--- config.mk ---
export PLATFORM = sky130hd
export DESIGN_NAME = stopwatch_counter
export DESIGN_NICKNAME = d
export VERILOG_FILES = /design/src/rtl/stopwatch_pkg.sv /design/src/rtl/edge_pulse.sv /design/src/rtl/stopwatch_counter.sv
export SDC_FILE = /design/constraint.sdc
export NUM_CORES = 1
export LEC_CHECK = 0
export CAP_MARGIN = 25
export CORE_ASPECT_RATIO = 0.7
export CORE_MARGIN = 3
export CORE_UTILIZATION = 25
export CTS_CLUSTER_SIZE = 24
export DETAILED_ROUTE_END_ITERATION = 8
export DONT_BUFFER_PORTS = 1
export PLACE_DENSITY = 0.42
export SYNTH_ARGS = -nofsm -noshare
export SYNTH_HDL_FRONTEND = slang
export SYNTH_SLANG_ARGS = --single-unit
--- constraint.sdc ---
create_clock -name clk_100MHz -period 2 [get_ports clk_100MHz]
set_input_delay 0.4 -clock clk_100MHz [delete_from_list [all_inputs] [get_ports clk_100MHz]]
set_output_delay 0.4 -clock clk_100MHz [all_outputs]
set_load 0.02 [all_outputs]
--- src/rtl/stopwatch_pkg.sv ---
// Shared types and BCD limits for the stopwatch counter and its bench.
// The FSM state type is also exposed on the top-level debug port.
package stopwatch_pkg;

  typedef enum logic [1:0] {
    RUN    = 2'd0,
    PAUSED = 2'd1,
    ADJUST = 2'd2
  } state_t;

  localparam logic [3:0] ONES_MAX     = 4'd9;
  localparam logic [3:0] SEC_TENS_MAX = 4'd5;
  localparam int         MAX_MIN_DEFAULT = 99;

  // Split a decimal value (0..99) into its BCD tens and ones digits.
  function automatic logic [3:0] tens_digit(input int value);
    return 4'(value / 10);
  endfunction

  function automatic logic [3:0] ones_digit(input int value);
    return 4'(value % 10);
  endfunction

  localparam logic [3:0] MAX_MIN_TENS_DEFAULT = tens_digit(MAX_MIN_DEFAULT);
  localparam logic [3:0] MAX_MIN_ONES_DEFAULT = ones_digit(MAX_MIN_DEFAULT);

endpackage

--- src/rtl/edge_pulse.sv ---
// Rising-edge detector for a slow level that is already synchronous to clk_100MHz.
// Reset loads the current level so a level that is high at release does not fire.
module edge_pulse (
  input  logic clk_100MHz,
  input  logic rst,
  input  logic level,
  output logic pulse
);

  logic level_q;

  always_ff @(posedge clk_100MHz) begin
    if (rst) begin
      level_q <= level;
    end else begin
      level_q <= level;
    end
  end

  assign pulse = level & ~level_q;

endmodule

--- src/rtl/stopwatch_counter.sv ---
// MM:SS stopwatch with run/pause/adjust control and BCD display digits.
// pause_p is a one-cycle pulse with no handshake: it acts on the edge that samples it.
module stopwatch_counter
  import stopwatch_pkg::*;
#(
  parameter int MAX_MIN = MAX_MIN_DEFAULT
) (
  input  logic       clk_100MHz,
  input  logic       rst,
  input  logic       clk_1Hz,
  input  logic       clk_2Hz,
  input  logic       clk_adjust,
  input  logic       pause_p,
  input  logic       adj,
  input  logic       sel,
  output logic [3:0] min_tens,
  output logic [3:0] min_ones,
  output logic [3:0] sec_tens,
  output logic [3:0] sec_ones,
  output logic       running,
  output logic       blank_min,
  output logic       blank_sec,
  output state_t     state_dbg
);

  localparam logic [3:0] MIN_TENS_MAX = tens_digit(MAX_MIN);
  localparam logic [3:0] MIN_ONES_MAX = ones_digit(MAX_MIN);

  state_t     state;
  state_t     state_next;
  logic       tick1;
  logic       tick2;
  logic       inc_sec;
  logic       inc_min;
  logic       sec_at_max;
  logic       min_at_max;
  logic [3:0] min_tens_n;
  logic [3:0] min_ones_n;
  logic [3:0] sec_tens_n;
  logic [3:0] sec_ones_n;

  edge_pulse u_edge_1hz (
    .clk_100MHz (clk_100MHz),
    .rst        (rst),
    .level      (clk_1Hz),
    .pulse      (tick1)
  );

  edge_pulse u_edge_2hz (
    .clk_100MHz (clk_100MHz),
    .rst        (rst),
    .level      (clk_2Hz),
    .pulse      (tick2)
  );

  // adj wins over pause_p; pause_p has no effect while adjusting.
  always_comb begin
    state_next = state;
    case (state)
      RUN: begin
        if (adj)          state_next = ADJUST;
        else if (pause_p) state_next = PAUSED;
      end
      PAUSED: begin
        if (adj)          state_next = ADJUST;
        else if (pause_p) state_next = RUN;
      end
      ADJUST: begin
        if (!adj)         state_next = PAUSED;
      end
      default: state_next = RUN;
    endcase
  end

  assign sec_at_max = (sec_tens == SEC_TENS_MAX) && (sec_ones == ONES_MAX);
  assign min_at_max = (min_tens == MIN_TENS_MAX) && (min_ones == MIN_ONES_MAX);

  // Counting uses the current state, so a tick1 that coincides with pause_p still counts.
  // Only RUN lets the seconds roll over into minutes.
  always_comb begin
    inc_sec = 1'b0;
    inc_min = 1'b0;
    case (state)
      RUN: begin
        if (tick1) begin
          inc_sec = 1'b1;
          inc_min = sec_at_max;
        end
      end
      ADJUST: begin
        if (tick2) begin
          inc_sec = sel;
          inc_min = ~sel;
        end
      end
      default: begin
        inc_sec = 1'b0;
        inc_min = 1'b0;
      end
    endcase
  end

  always_comb begin
    sec_tens_n = sec_tens;
    sec_ones_n = sec_ones;
    min_tens_n = min_tens;
    min_ones_n = min_ones;

    if (inc_sec) begin
      if (sec_at_max) begin
        sec_tens_n = 4'd0;
        sec_ones_n = 4'd0;
      end else if (sec_ones == ONES_MAX) begin
        sec_tens_n = sec_tens + 4'd1;
        sec_ones_n = 4'd0;
      end else begin
        sec_ones_n = sec_ones + 4'd1;
      end
    end

    if (inc_min) begin
      if (min_at_max) begin
        min_tens_n = 4'd0;
        min_ones_n = 4'd0;
      end else if (min_ones == ONES_MAX) begin
        min_tens_n = min_tens + 4'd1;
        min_ones_n = 4'd0;
      end else begin
        min_ones_n = min_ones + 4'd1;
      end
    end
  end

  // Status outputs are loaded from state_next so they line up with the state register.
  always_ff @(posedge clk_100MHz) begin
    if (rst) begin
      state     <= RUN;
      min_tens  <= 4'd0;
      min_ones  <= 4'd0;
      sec_tens  <= 4'd0;
      sec_ones  <= 4'd0;
      running   <= 1'b1;
      blank_min <= 1'b0;
      blank_sec <= 1'b0;
    end else begin
      state     <= state_next;
      min_tens  <= min_tens_n;
      min_ones  <= min_ones_n;
      sec_tens  <= sec_tens_n;
      sec_ones  <= sec_ones_n;
      running   <= (state_next == RUN);
      blank_min <= (state_next == ADJUST) & ~sel & clk_adjust;
      blank_sec <= (state_next == ADJUST) &  sel & clk_adjust;
    end
  end

  assign state_dbg = state;

endmodule

-- After elaboration in Yosys (flattened, before gate mapping)
Cells that the tools add are included.
- flip-flop bits (word level): 23
- input bits: 8
- word-level logic and storage cells: 58
- muxes and demuxes: 20
- reduce and logical (&&, ||, !) cells: 8
- bitwise gates (word level): 9
- add/sub/neg operators: 4
- equal/unequal tests: 7
- operators by type and width (cell ; count):
    $mux 4 ; 8
    $add 4x1->4 const B ; 4
    $eq 4x4->1 const B ; 3
    $mux 2 ; 5
    $and 1x1->1 ; 6
    $pmux 2 s3 ; 1
    $eq 2x2->1 const B ; 2
    $eq 4x3->1 const B ; 1
    $logic_not 2->1 ; 2
    $mux 1 ; 4
    $pmux 1 s2 ; 2
    $reduce_and 2->1 ; 2
    $reduce_bool 2->1 ; 2
    $not 1->1 ; 3
    $eq 2x1->1 const B ; 1
    $logic_and 1x1->1 ; 2

-- Logic depth before layout (Yosys ltp)
Gate-level depths: netlist (run 1).
- depth after elaboration: 6
- gate-level depth with buffers: 7

-- Cells and area by module
Synthesis (run 1) repeated with hierarchy kept, for this count alone.
- cell total of the unflattened synthesis: 127
- area total of the unflattened synthesis: 1134.8 um^2
- modules (own cells, without submodules) (module ; cells each ; times used ; area an instance (um^2)):
    stopwatch_counter ; 123 ; 1 ; 1067.3
    edge_pulse ; 2 ; 2 ; 33.8

-- Worst setup path after synthesis (run 1)
Ideal clock, no wire load.
- path kind: register to register
- start: register sec_ones[1]
- end: register min_ones[2]
- arrival time: 1781 ps
- path slack: 98 ps
- setup time: 121 ps
- clock period less this slack: 1902 ps
- cell stages (with the launch flop): 8
- cells stage by stage: dfxtp_1 -> inv_1 -> ha_1 -> and3b_2 -> dlymetal6s2s_1 -> and3_2 -> o211ai_1 -> mux2_2
- word-level cells in the longest chain between the ends: 4
- RTL lines (item ; line ; text):
    start: declaration ; stopwatch_counter.sv:19 ; output logic [3:0] sec_ones,
    start signal: assignment ; stopwatch_counter.sv:150 ; sec_ones <= sec_ones_n;
    $eq 4x4->1 ; stopwatch_counter.sv:75 ; assign sec_at_max = (sec_tens == SEC_TENS_MAX) && (sec_ones == ONES_MAX);
    $logic_and 1x1->1 ; stopwatch_counter.sv:75 ;
    $mux 1 ; stopwatch_counter.sv:85 ; if (tick1) begin
    $pmux 1 s2 ; stopwatch_counter.sv:83 ; case (state)
    end signal: assignment ; stopwatch_counter.sv:148 ; min_ones <= min_ones_n;
    end: declaration ; stopwatch_counter.sv:17 ; output logic [3:0] min_ones,
Every way passes these cells.
A chain may end at the register's enable or synchronous reset.

-- Final worst setup path (run 1)
- start: register state[1], in the netlist state_dbg[1]
- end: register sec_tens[1]
- word-level cells in the longest chain between the ends: 3
- elaborated cells between the ends (all ways): 4
- those cells by class: 1 x eq/ne; 1 x mux; 2 x reduce/logical
- RTL lines (item ; line ; text):
    start: declaration ; stopwatch_counter.sv:29 ; state_t state;
    start signal: assignment ; stopwatch_counter.sv:146 ; state <= state_next;
    $eq 2x2->1 / $logic_not 2->1 (equally long branches) ; stopwatch_counter.sv:83 ;
    $pmux 1 s2 (*) ; stopwatch_counter.sv:83 ;
    $reduce_and 2->1 (no source line) (*) ; n/a ;
    end signal: assignment ; stopwatch_counter.sv:149 ; sec_tens <= sec_tens_n;
    end: declaration ; stopwatch_counter.sv:18 ; output logic [3:0] sec_tens,
Mark *: on every way between the ends. The rest lies on a longest branch, timed or not.

==> results_dict.tcl, run 1 <==
set metrics [dict create \
    outcome "finished clean" \
    max_clock_freq_mhz 556 \
    cp-startpoint "state_dbg[1]" \
    core_sq_um 4180 \
    wl_met3_microns 203 \
    synth_fp_nets 138 \
    htreeDepth 1 \
    fin_crit_ps 1800 \
    clock_latency_ps 260 \
    grt_pass1_vias 886 \
    post_drt_wl_per_cell_microns 14.1 \
    io_buffers 0 \
    antenna_found_initial 0 \
    initial_core_util_pct 27.6 \
    seq_area_frac_synth_pct 39.9 \
    remaining_drc_errors 0 \
    whs_path_depth 0 \
    die_area_sq_um 5480 \
    synth-async-reset-ratio_pct 0 \
    vdd_ir_drop_max_mv 0.208 \
    critPathRequiredTime_ps 2200 \
    synth_ff_type "dfxtp_1" \
    maxCapViolations 0 \
    fin_area_sq_um 1300 \
    vias 943 \
    ys_types 41 \
    setup_violations 0 \
    crit_cells 4 \
    dpl.hpwl_microns 2000 \
    synth_area_per_cell_sq_um 9.30 \
    ys_seq_elements 23 \
    crit_chain "and4bb_2 > a21oi_2 > or4_1 > a21oi_1" \
    gp_congestion 0.757 \
    critPathMaxFanout 13 \
    cts.sinks 23 \
    cts_tree "yes" \
    ios 29 \
    hold_violations 0 \
    syn_to_final_growth_pct 12.6 \
    yosysWarningCount 0 \
    critPathSlowestCell "dfxtp_1" \
    power_density_nw_per_um2 633 \
    post_cts_buffers 0 \
    crit_family "simple AND/OR/NAND/NOR gates" \
    skew_ps 2.57 \
    clk_pin_slew_ps 80 \
    hp-start "clk_2Hz" \
    critical_path.reg2reg.startpoint "state_dbg[1]" \
    critPathMaxStageDelay_ps 550 \
    finalMaxSlewViolations 0 \
    critPathBufInv 0 \
    final_nets 150 \
    fin_crit_sh_pct 89.9 \
    critPathCaptureType "flop" \
    synth.cell_area_sq_um 1150 \
    crit_arrival_ps 2000 \
    grt_start_max_net_pins 19 \
    met2_wirelength_microns 1130 \
    overflow 0 \
    vias_per_cell 5.04 \
    globalRouteTotalUtil_pct 9.74 \
    place_area_sq_um 1250 \
    totalWireLength_microns 2640 \
    total_power_uw 822 \
    hold_buffers 0 \
    cts_buffers 3 \
    drive_above_1_share_pct 20.0 \
    die_h_microns 62.8 \
    detail_route.first_pass.iterations 4 \
    ant_nets 0 \
    fillers 472 \
    fp-row-count 19 \
    wirelength_met1_microns 1290 \
    hold_path.class "primary input to flop" \
    reg2regPathDepth 4 \
    critical_path_class "flop to flop" \
    cts_root_buffer "clkbuf_8" \
    antennaDiodeCount 0 \
    setup_tns_ps 0 \
    cts_buffer_depth 2 \
    ctsResizeCount 0 \
    worstSetupStartpointType "flop" \
    synth_edf_count 0 \
    syn_inst 124 \
    relSlewSlack_pct 67.4 \
    rsz0062_at_grt "no" \
    die_w_microns 87.2 \
    tightestPinTransition_ps 489 \
    leakagePower_nw 0.491 \
    dr.max_layer_used "met4" \
    grt_first_pass_wirelength_microns 4300 \
    drt_iter0_markers 45 \
]
## area by class of cell
| class | count | area [sq um] | area share [%] |
|---|---|---|---|
| Tap cell | 52 | 65.1 | 5.01 |
| Timing Repair Buffer | 11 | 82.6 | 6.36 |
| Multi-Input combinational cell | 90 | 618 | 47.6 |
| Clock inverter | 1 | 5.00 | 0.385 |
| Inverter | 7 | 26.3 | 2.02 |
| Sequential cell | 23 | 460 | 35.5 |
| Clock buffer | 3 | 41.3 | 3.18 |
## through the flow
step | setup WS, ps | util [%] | std cells | hold slack (ps)
final | 202 | 31.0 | 187 | 156
after detailed placement | 207 | 29.9 | 183 | 428
after CTS | 184 | 31.0 | 187 | 142
after global routing | 38.5 | 31.0 | 187 | 137
after global placement | 257 | 29.9 | 183 | 428
after floorplan | 98.1 | - | 124 | 428
## power by group
part	total [mW]	switching [mW]	internal, mW	leakage (nW)
registers	0.483	0.0150	0.468	0.187
clock network	0.291	0.152	0.139	0.0255
logic	0.0473	0.0275	0.0198	0.279
## cell usage after synthesis, types with 3 or more instances
cell | instances | area (sq um)
nand2_1 | 7 | 26.3
or3_1 | 4 | 25.0
inv_1 | 7 | 26.3
o21ai_0 | 7 | 35.0
ha_1 | 6 | 75.1
nor2_1 | 8 | 30.0
dfxtp_1 | 23 | 460
nor3_1 | 5 | 25.0
nand3_1 | 8 | 40.0
a21oi_1 | 8 | 40.0
or4_1 | 3 | 22.5
## kinds of logic after synthesis
family / count (synthesis) / share of synthesized area [%]
AND/OR/NAND/NOR: 50 / 26.1
AO/OA/AOI/OAI: 30 / 17.6
flip-flops: 23 / 39.9
buffers and inverters: 11 / 6.51
adder cells (fa/ha/maj): 6 / 6.51
XOR/XNOR: 2 / 1.52
multiplexers: 2 / 1.84
## worst register-to-register path, delay by kind of cell, from the launching register on
kind	cells	cell delay, ps
AND/OR/NAND/NOR	2	880
flip-flops	1	550
AO/OA/AOI/OAI	2	310
## state kept, by name, indices dropped and copies added, names as in the netlist
| signal | count |
|---|---|
| u_edge_2hz.level_q | 1 |
| blank_sec | 1 |
| sec_ones | 4 |
| min_tens | 4 |
| running | 1 |
| u_edge_1hz.level_q | 1 |
| sec_tens | 4 |
| min_ones | 4 |
| blank_min | 1 |
| state_dbg | 2 |
## final timing paths
kind	endpoint	slack, ps
min reg2reg	min_tens[2]	610
min	u_edge_2hz.level_q	160
max reg2reg	sec_tens[1]	200
max	sec_tens[1]	200
## layout by cell type (no fill, tap or decap), drive strengths merged, types with 3 or more instances in the layout
cell / instances
clkbuf: 3
nand2: 7
or3: 4
nor3: 5
a211o: 3
and2: 3
or4: 3
nand3: 8
a21oi: 9
o21ai: 7
ha: 6
buf: 11
dfxtp: 23
inv: 7
nor2: 8
and3: 3
## routing by layer
| metal | vias up | global-route usage [%] |
|---|---|---|
| met1 | 444 | 12.4 |
| met5 | - | 0 |
| met3 | 2 | 5.01 |
| met2 | 19 | 14.9 |
| li1 | 478 | - |
| met4 | 0 | 1.72 |
(Power assumes the default switching activity.)
==> run 2: changes to the inputs <==
--- a/config.mk
+++ b/config.mk
@@ -7,7 +7,6 @@
 export LEC_CHECK = 0
 export CAP_MARGIN = 25
 export CORE_ASPECT_RATIO = 0.7
-export CORE_MARGIN = 3
 export CORE_UTILIZATION = 25
 export CTS_CLUSTER_SIZE = 24
 export DETAILED_ROUTE_END_ITERATION = 8
==> results_dict.tcl, run 2 (same netlist as run 1, synthesis figures left out) <==
set metrics [dict create \
    remaining_drc_errors 0 \
    cts_buffer_depth 2 \
    multi_input_area_sq_um 618 \
    grt_first_pass_wirelength_microns 4490 \
    drt_iter0_markers 50 \
    final_cell_mix "dfxtp_1, buf_4, a21oi_1, nand3_1, nor2_1" \
    fin_crit_sh_pct 90.4 \
    post_drt_wl_per_cell_microns 13.9 \
    hold_buffers 0 \
    fin_crit_ps 1810 \
    die_w_microns 83.2 \
    vias 947 \
    critPathRequiredTime_ps 2190 \
    relSlewSlack_pct 68.8 \
    vdd_ir_drop_max_mv 0.195 \
    holdWs_ps 153 \
    globalRouteTotalUtil_pct 11.6 \
    io_buffers 0 \
    worstSetupStartpointType "flop" \
    dpl.hpwl_microns 1930 \
    leakagePower_nw 0.478 \
    syn_to_final_growth_pct 11.5 \
    internal_power_uw 631 \
    setup_tns_ps 0 \
    hold_path.class "primary input to flop" \
    setup_violations 0 \
    ios 29 \
    max_clock_freq_mhz 553 \
    fin_cells 188 \
    fin_area_sq_um 1290 \
    cts_tree "yes" \
    critPathMaxFanout 13 \
    p_switching_uw 193 \
    fp-row-count 20 \
    clock_latency_ps 260 \
    final_util_pct 29.4 \
    detail_route.first_pass.iterations 4 \
    grt_pass1_vias 920 \
    fillers 470 \
    die_area_sq_um 4890 \
    finalMaxSlewViolations 0 \
    critical_path_class "flop to flop" \
    crit_arrival_ps 2000 \
    ant_nets 0 \
    register_area_sq_um 460 \
    cts_buffers 3 \
    p_seq_share_pct 58.7 \
    p_clk_share_pct 35.6 \
    maxCapViolations 0 \
    antenna_found_initial 0 \
    drive_above_1_share_pct 18.0 \
    vias_per_cell 5.04 \
    place_area_sq_um 1240 \
    grt_start_max_net_pins 19 \
    gp_congestion 0.798 \
    totalWireLength_microns 2610 \
    htreeDepth 1 \
    ctsResizeCount 0 \
    overflow 0 \
    pre_cts_slack_ps 195 \
    skew_ps 5.42 \
    clk_pin_slew_ps 80 \
    core_sq_um 4380 \
    final_common_cell "dfxtp_1" \
    switching_share_pct 23.5 \
    fin_ws_ps 191 \
    final_nets 148 \
    outcome "finished clean" \
    tightestPinTransition_ps 467 \
    place_inst 184 \
    critPathCaptureType "flop" \
    rsz0062_at_grt "no" \
    die_h_microns 58.8 \
    comb_power_share_pct 5.7 \
    hold_violations 0 \
    cts_root_buffer "clkbuf_8" \
    initial_core_util_pct 26.3 \
    post_cts_buffers 0 \
    antennaDiodeCount 0 \
    cts.sinks 23 \
    power_density_nw_per_um2 641 \
    total_power_uw 824 \
]
==> run 2: per-layer routing <==
metal | track usage, % | vias up | wire length, microns
met5 | 0 | - | 0
met4 | 2.22 | 0 | 24
met1 | 14.4 | 450 | 1220
met3 | 4.07 | 2 | 142
met2 | 19.7 | 20 | 1220
li1 | - | 475 | -
==> run 2: cell type report <==
cell class / count / area share, %
clock buffers: 4 / 3.50
inverters: 7 / 2.04
multi-input cells: 90 / 48.1
flip-flops and latches: 23 / 35.8
well taps: 55 / 5.35
repair buffers: 9 / 5.25
==> run 2: worst paths after layout <==
check	from	endpoint	slack [ps]	cells after the start
worst max-delay path	state_dbg[1]	sec_tens[0]	190	4
worst min-delay path	clk_2Hz	u_edge_2hz.level_q	150	0
worst max register to register	state_dbg[1]	sec_tens[0]	190	4
worst min register to register	min_tens[2]	min_tens[2]	600	2
==> run 2: critical path: stages (launching register included) <==
cell	delay (ps)
dfxtp_1	550
and4bb_2	350
a21oi_2	160
or4_1	530
a21oi_1	150
==> run 2: power groups by stage <==
stage,clock [mW],combinational [mW],sequential (mW)
2_1_floorplan,0,0.0395,0.499
3_3_place_gp,0,0.0457,0.495
3_5_place_dp,0,0.0473,0.494
4_1_cts,0.309,0.0475,0.484
5_1_grt,0.324,0.0535,0.485
6_report,0.293,0.0470,0.484
==> run 3: changes to the inputs <==
--- a/config.mk
+++ b/config.mk
@@ -12,6 +12,7 @@
 export DETAILED_ROUTE_END_ITERATION = 8
 export DONT_BUFFER_PORTS = 1
 export PLACE_DENSITY = 0.42
+export REMOVE_ABC_BUFFERS = 1
 export SYNTH_ARGS = -nofsm -noshare
 export SYNTH_HDL_FRONTEND = slang
 export SYNTH_SLANG_ARGS = --single-unit
==> results_dict.tcl, run 3 (same netlist as run 1, synthesis figures left out) <==
set metrics [dict create \
    cts.sinks 23 \
    final_util_pct 29.5 \
    overflow 0 \
    drt_iter0_markers 71 \
    fin_crit_ps 1820 \
    tightestPinTransition_ps 454 \
    detail_route.first_pass.iterations 4 \
    hold_buffers 0 \
    globalRouteTotalUtil_pct 11.1 \
    fin_crit_sh_pct 90.9 \
    die_area_sq_um 4890 \
    clk_pin_slew_ps 80 \
    fp-row-count 20 \
    htreeDepth 1 \
    antenna_found_initial 0 \
    syn_to_final_growth_pct 12.1 \
    setup_tns_ps 0 \
    relSlewSlack_pct 69.3 \
    io_buffers 0 \
    die_w_microns 83.2 \
    fin_ws_ps 182 \
    vias 934 \
    remaining_drc_errors 0 \
    cts_root_buffer "clkbuf_8" \
    cts_buffers 3 \
    setup_violations 0 \
    power_density_nw_per_um2 634 \
    critPathMaxFanout 7 \
    fin_area_sq_um 1290 \
    fillers 459 \
    grt_first_pass_wirelength_microns 4230 \
    totalWireLength_microns 2550 \
    vdd_ir_drop_max_mv 0.324 \
    worstSetupStartpointType "flop" \
    gp_congestion 0.685 \
    outcome "finished clean" \
    cts_buffer_depth 2 \
    ant_nets 0 \
    leakagePower_nw 0.483 \
    ios 29 \
    final_nets 149 \
    cp-startpoint "state_dbg[1]" \
    final_common_cell "dfxtp_1" \
    pre_cts_slack_ps 193 \
    max_clock_freq_mhz 550 \
    cts_tree "yes" \
    reg2regPathDepth 4 \
    ff2ff_setup_slack_ps 180 \
    post_cts_buffers 0 \
    die_h_microns 58.8 \
    hold_violations 0 \
    final_cell_mix "dfxtp_1, buf_4, a21oi_1, nand3_1, nor2_1" \
    drive_above_1_share_pct 18.7 \
    core_sq_um 4380 \
    multi_input_area_sq_um 618 \
    critPathCaptureType "flop" \
    antennaDiodeCount 0 \
    endpoint "min_tens[1]" \
    place_area_sq_um 1250 \
    maxCapViolations 0 \
    finalMaxSlewViolations 0 \
    r2r-end "min_tens[1]" \
    post_drt_wl_per_cell_microns 13.5 \
    total_power_uw 821 \
    clock_latency_ps 260 \
    skew_ps 2.18 \
    register_area_sq_um 460 \
    rsz0062_at_grt "no" \
    critical_path_class "flop to flop" \
    vias_per_cell 4.94 \
    crit_arrival_ps 2010 \
    dpl.hpwl_microns 1910 \
    grt_start_max_net_pins 19 \
    critPathRequiredTime_ps 2190 \
    hold_path.class "primary input to flop" \
    initial_core_util_pct 26.3 \
    ctsResizeCount 0 \
    grt_pass1_vias 786 \
    critical_path.reg2reg.startpoint "state_dbg[1]" \
]
-- run 3: cell types whose count changed in the layout (fill, tap and decap cells not counted) --
cell | previous run | this run
buf_4 | 9 | 10
-- run 3: per-stage QoR --
step	hold slack (ps)	std cells
final	157	189
after global placement	428	185
after detailed placement	428	185
after floorplan	428	120
after CTS	149	189
after global routing	138	189
-- run 3: layout make-up --
| type | count | area share [%] |
|---|---|---|
| clock buffer | 4 | 3.48 |
| multi-input combinational | 90 | 47.8 |
| inverter | 7 | 2.03 |
| sequential | 23 | 35.6 |
| tap | 55 | 5.32 |
| timing repair buffer | 10 | 5.80 |
-- run 3: critical path, cell delays in order, from the launching register on --
cell and delay [ps]:
dfxtp_1 430, nor4b_4 450, nand4_1 330, a211o_2 380, a21oi_1 160
-- run 3: metal layers --
layer | wire (microns) | GRT usage [%] | vias to the layer above
li1 | - | - | 476
met1 | 1340 | 15.3 | 436
met2 | 1040 | 16.4 | 20
met3 | 155 | 4.63 | 2
met4 | 16 | 2.22 | 0
met5 | 0 | 0 | -
-- run 3: power by group --
| part | leakage, nW | switching (mW) | internal (mW) |
|---|---|---|---|
| Combinational | 0.273 | 0.0267 | 0.0198 |
| Sequential | 0.187 | 0.0150 | 0.468 |
| Clock | 0.0228 | 0.149 | 0.142 |
-- run 3: worst min path at each step --
stage / to / start / cells past startpoint / slack (ps)
CTS: u_edge_1hz.level_q / clk_1Hz / 0 / 150
floorplan: u_edge_1hz.level_q / clk_1Hz / 0 / 430
finish: u_edge_1hz.level_q / clk_1Hz / 0 / 160
global placement: u_edge_1hz.level_q / clk_1Hz / 0 / 430
global route: u_edge_1hz.level_q / clk_1Hz / 0 / 140
detailed placement: u_edge_2hz.level_q / clk_2Hz / 0 / 430
